File: src/rtl/serial_subtractor.sv
// Bit-serial N-bit subtractor: diff = a - b - bin, one bit per clock, LSB first.
// Valid/ready handshake on both sides; result, borrow and signed overflow held until consumed.
module serial_subtractor #(
  parameter int unsigned N = 4
) (
  input  logic         clk,
  input  logic         rst,
  input  logic         in_valid,
  output logic         in_ready,
  input  logic [N-1:0] a,
  input  logic [N-1:0] b,
  input  logic         bin,
  output logic         out_valid,
  input  logic         out_ready,
  output logic [N-1:0] diff,
  output logic         bout,
  output logic         ovf
);

  localparam int unsigned CW = $clog2(N + 1);

  typedef enum logic [1:0] {StIdle, StBusy, StDone} state_e;

  state_e        state_q, state_d;
  logic [N-1:0]  a_q, a_d;
  logic [N-1:0]  b_q, b_d;
  logic [N-1:0]  res_q, res_d;
  logic [N-1:0]  diff_q, diff_d;
  logic [CW-1:0] cnt_q, cnt_d;
  logic          br_q, br_d;
  logic          sa_q, sa_d;
  logic          sb_q, sb_d;
  logic          bout_q, bout_d;
  logic          ovf_q, ovf_d;

  logic          x, y, dbit, bnext;
  logic [N:0]    res_shift;

  always_comb begin
    state_d   = state_q;
    a_d       = a_q;
    b_d       = b_q;
    res_d     = res_q;
    diff_d    = diff_q;
    cnt_d     = cnt_q;
    br_d      = br_q;
    sa_d      = sa_q;
    sb_d      = sb_q;
    bout_d    = bout_q;
    ovf_d     = ovf_q;
    in_ready  = 1'b0;
    out_valid = 1'b0;

    // Full-subtractor cell on the current LSBs.
    x         = a_q[0];
    y         = b_q[0];
    dbit      = x ^ y ^ br_q;
    bnext     = (~x & y) | (~(x ^ y) & br_q);
    // New difference bit enters at the MSB; works for N=1 without a zero-width slice.
    res_shift = {dbit, res_q} >> 1;

    unique case (state_q)
      StIdle: begin
        in_ready = 1'b1;
        if (in_valid) begin
          a_d     = a;
          b_d     = b;
          br_d    = bin;
          sa_d    = a[N-1];
          sb_d    = b[N-1];
          res_d   = '0;
          cnt_d   = '0;
          state_d = StBusy;
        end
      end
      StBusy: begin
        a_d   = a_q >> 1;
        b_d   = b_q >> 1;
        br_d  = bnext;
        res_d = res_shift[N-1:0];
        cnt_d = cnt_q + CW'(1);
        if (cnt_q == CW'(N - 1)) begin
          diff_d  = res_shift[N-1:0];
          bout_d  = bnext;
          ovf_d   = (sa_q != sb_q) && (dbit != sa_q);
          state_d = StDone;
        end
      end
      StDone: begin
        out_valid = 1'b1;
        if (out_ready) state_d = StIdle;
      end
      default: state_d = StIdle;
    endcase
  end

  always_ff @(posedge clk) begin
    if (rst) begin
      state_q <= StIdle;
      a_q     <= '0;
      b_q     <= '0;
      res_q   <= '0;
      diff_q  <= '0;
      cnt_q   <= '0;
      br_q    <= 1'b0;
      sa_q    <= 1'b0;
      sb_q    <= 1'b0;
      bout_q  <= 1'b0;
      ovf_q   <= 1'b0;
    end else begin
      state_q <= state_d;
      a_q     <= a_d;
      b_q     <= b_d;
      res_q   <= res_d;
      diff_q  <= diff_d;
      cnt_q   <= cnt_d;
      br_q    <= br_d;
      sa_q    <= sa_d;
      sb_q    <= sb_d;
      bout_q  <= bout_d;
      ovf_q   <= ovf_d;
    end
  end

  assign diff = diff_q;
  assign bout = bout_q;
  assign ovf  = ovf_q;

endmodule
File: config.mk
export PLATFORM = sky130hd
export DESIGN_NAME = serial_subtractor
export DESIGN_NICKNAME = d
export VERILOG_FILES = /design/src/rtl/serial_subtractor.sv
export SDC_FILE = /design/constraint.sdc
export NUM_CORES = 1
export LEC_CHECK = 0
export BUFFER_PORTS_ARGS = -buffer_cell sky130_fd_sc_hd__buf_4
export CAP_MARGIN = 20
export CORE_MARGIN = 3
export CORE_UTILIZATION = 53
export DETAILED_ROUTE_END_ITERATION = 10
export PLACE_DENSITY = 0.77
export SETUP_SLACK_MARGIN = 0.02
export SYNTH_ARGS = -nofsm -noshare
export SYNTH_HDL_FRONTEND = slang
export SYNTH_SLANG_ARGS = --single-unit
File: constraint.sdc
create_clock -name clk -period 1.64 [get_ports clk]
set_input_delay 0.246 -clock clk [delete_from_list [all_inputs] [get_ports clk]]
set_output_delay 0.246 -clock clk [all_outputs]
set_load 0.01 [all_outputs]
==> run_results.csv <==
group,metric,value,unit
status,status,"complete, no violations",
floorplanning,die_x,51.79,um
layout,fin_util,0.6896,
power_and_ir_drop,pwr-share-comb,0.145,
layout,area_growth,15.32,%
placed_design,hpwl,1459,um
worst_hold_path,min_path_type,"input pin to register",
detailed_routing,vias_per_cell,5.348,
sta,slew_headroom,0.6425,
yosys,synth_xor_area_frac,0,
worst_setup_path,cp_slowest_cell,"dfxtp_1",
cts,postCtsSetupRepairBufs,0,
worst_setup_path,worstSetupPathType,"register to output port",
floorplanning,num_io_pins,21,
cts,clock-sinks,25,
sta,rsz0062_at_grt,"no",
worst_setup_path,reg2reg_depth,5,
yosys,ys_ff_latch,25,
worst_setup_path,cp_top_family,"flip-flops",
detailed_routing,wl_per_cell,12.48,um
cts,cts_max_level,1,
worst_setup_path,rr_endpoint,"ovf",
yosys,synthFlopType,"dfxtp_1",
yosys,yosysMostFrequentCell,"dfxtp_1",
worst_setup_path,cp_data_required_time,1.39,ns
sta,tightest_slew,0.5351,ns
cts,cts_buffers,3,
yosys,synth_cells,114,
yosys,synth_top_area_cell,"dfxtp_1",
global_route,grt_first_pass_wirelength,3477,um
floorplanning,start_util,0.5980,
global_route,grtUsageTotal,0.1699,
sta,setup_viol,0,
sta,layout_setup_ws,0.1096,ns
power_and_ir_drop,p_sw_frac,0.2514,
worst_setup_path,critical_path_cell_count,2,
layout,fin_nets,150,
worst_setup_path,startpoint,"state_q[0]",
worst_setup_path,critPathLaunchType,"register",
cts,clk_path_buf_depth,2,
run,cap_violations,0,
yosys,synth_area_leaders,"dfxtp_1 (45%), mux2i_1 (7.2%), a21oi_1 (5.0%)",
cts,post_cts_resized,0,
worst_setup_path,crit_path_cell_trace,"and2b_2, buf_4",
detailed_routing,drc,0,
placed_design,place_congestion,0.7460,
sta,finalCritPeriodShare,0.9332,
worst_setup_path,crit_path_end_kind,"output port",
yosys,synth_compound_area_frac,0.2016,
global_route,first_global_vias,833,
yosys,synth_fa_ha_area_frac,0.04054,
yosys,ys_seq_area_frac,0.4505,
worst_setup_path,critPathMaxStageDelay,0.56,ns
layout,drive_gt1_frac,0.2857,
yosys,syn_area,1111,um^2
yosys,async_reset_ff_frac,0,
worst_setup_path,endpoint,"out_valid",
cts,cts_tree,"built",
cts,ctsHoldBuffers,0,
yosys,syn-num-nets,130,
power_and_ir_drop,p_sw,0.0002697,W
layout,fillers,163,
sta,timing.final.max_slew_violations,0,
yosys,ys_types,29,
floorplanning,die_y,51.79,um
placed_design,numPortBuffers,20,
sta,max_freq,0.6534,GHz
floorplanning,die_area,2682,um^2
detailed_routing,drtAntennaViolNets,0,
placed_design,dp_slack,0.2426,ns
worst_setup_path,arrival,1.28,ns
yosys,synth_top_family_by_area,"compound AO/OA/AOI/OAI gates",
worst_setup_path,reg2reg_slack,0.24,ns
cts,clock_latency,0.31,ns
detailed_routing,drt_first_pass_iters,4,
yosys,syn_area_per_cell,9.746,um^2
power_and_ir_drop,clockPowerShare,0.242,
detailed_routing,vias,845,
yosys,synth_commonest_cells,"dfxtp_1 (25), nor2_1 (13), a21oi_1 (11)",
yosys,synth-edff-count,0,
yosys,synth_top_cell_area_share,0.4505,
power_and_ir_drop,total_power,0.001073,W
power_and_ir_drop,peakVddDrop,673.2,uV
layout,n_antenna_cell,0,
worst_setup_path,cp_max_fo,10,
yosys,synth_mux_area_frac,0.07207,
detailed_routing,routed_wl,1972,um
detailed_routing,drt_iter0_drc,20,
cts,clk_pin_slew,0.13,ns
power_and_ir_drop,cellLeakagePower,0.5294,nW
yosys,synth-simple-area-share,0.1667,
cts,root_buffer,"clkbuf_4",
sta,finalSetupTns,0,ns
worst_setup_path,cp_num_buf_inv,1,
global_route,grt-ovfl-total,0,
floorplanning,num_rows,15,
global_route,grt_max_degree,26,
worst_hold_path,whs_path_depth,3,
floorplanning,coreArea,1858,um^2
global_route,antenna_found_initial,0,
worst_setup_path,reg2reg_from,"br_q",
power_and_ir_drop,p_per_area,837.5,nW/um^2
power_and_ir_drop,seqPwrFrac,0.613,
sta,min_period,1.530,ns
power_and_ir_drop,p_int,0.0008033,W
sta,fin_worst_skew,0.01033,ns
yosys,yosysWarningCount,0,
sta,hold_viol,0,
-- power by group through the flow --
stage / Sequential [W] / Clock, W / Combinational (W)
after floorplan: 0.000666 / 0 / 0.000120
after global placement: 0.000670 / 0 / 0.000152
after detailed placement: 0.000671 / 0 / 0.000155
after CTS: 0.000658 / 0.000275 / 0.000156
after global routing: 0.000662 / 0.000296 / 0.000174
final: 0.000657 / 0.000260 / 0.000155
-- registers in the layout (all words and copies together), names as in the netlist --
signal,flops
a_q,4
cnt_q,3
sa_q,1
state_q,2
b_q,4
sb_q,1
res_q,3
diff,4
ovf,1
br_q,1
bout,1
-- per-layer routing --
metal | global-route usage | part of all wire | vias to the layer above
met5 | 0 | 0 | -
met4 | 0.05240 | 0.011 | 0
met3 | 0.04298 | 0.061 | 4
met2 | 0.2754 | 0.44 | 21
met1 | 0.2212 | 0.49 | 383
li1 | - | - | 437
-- layout by cell type, fill, tap and decap left out, types with 3 or more instances in the layout --
master    synthesis  final
nand2b_1          3      3
mux2i_1           8      8
inv_1             4      4
a21oi_1          11     11
a211oi_2          4      4
nand3_1           3      3
nor2_2            4      4
clkbuf_4          0      3
buf_4             0     23
nor2_1           13     13
dfxtp_1          25     25
a211oi_1          3      3
nand2_1           5      5
a22oi_1           5      5
-- worst reg2reg max path, stage by stage (launching register included) --
cell     delay, ns
dfxtp_1       0.35
inv_1         0.07
fa_1          0.49
nor3b_1       0.20
nor3_1        0.07
nor3_1        0.16
-- metrics by stage --
step	hold slack [ns]	cell area [um^2]	cells
after floorplan	0.4046	1111	114
after global placement	0.4430	1254	154
after detailed placement	0.4558	1254	154
after CTS	0.1929	1281	158
after global routing	0.2128	1281	158
final	0.1955	1281	158
-- logic make-up (layout without fill, tap and decap cells) --
family,after synthesis,in the layout
compound gates,30,30
fa+ha+maj,3,3
buf+inv,12,31
flops,25,25
mux,8,8
simple gates,36,36
-- how the worst min path moves through the flow --
stage | start | endpoint
2_1_floorplan | a[3] | sa_q
3_3_place_gp | diff[0] | diff[0]
3_5_place_dp | diff[0] | diff[0]
4_1_cts | b[3] | sb_q
5_1_grt | b[3] | sb_q
6_report | b[3] | sb_q
-- final cells by class --
| type | instances | area (um^2) | share of cell area |
|---|---|---|---|
| inverters | 4 | 15.01 | 0.01172 |
| flip-flops and latches | 25 | 500.5 | 0.3906 |
| repair buffers | 23 | 172.7 | 0.1348 |
| clock buffers | 3 | 22.52 | 0.01758 |
| well taps | 25 | 31.28 | 0.02441 |
| clock inverters | 1 | 5.005 | 0.003906 |
| multi-input cells | 77 | 534.3 | 0.4170 |
No activity file was read; power rests on OpenSTA's default activity.
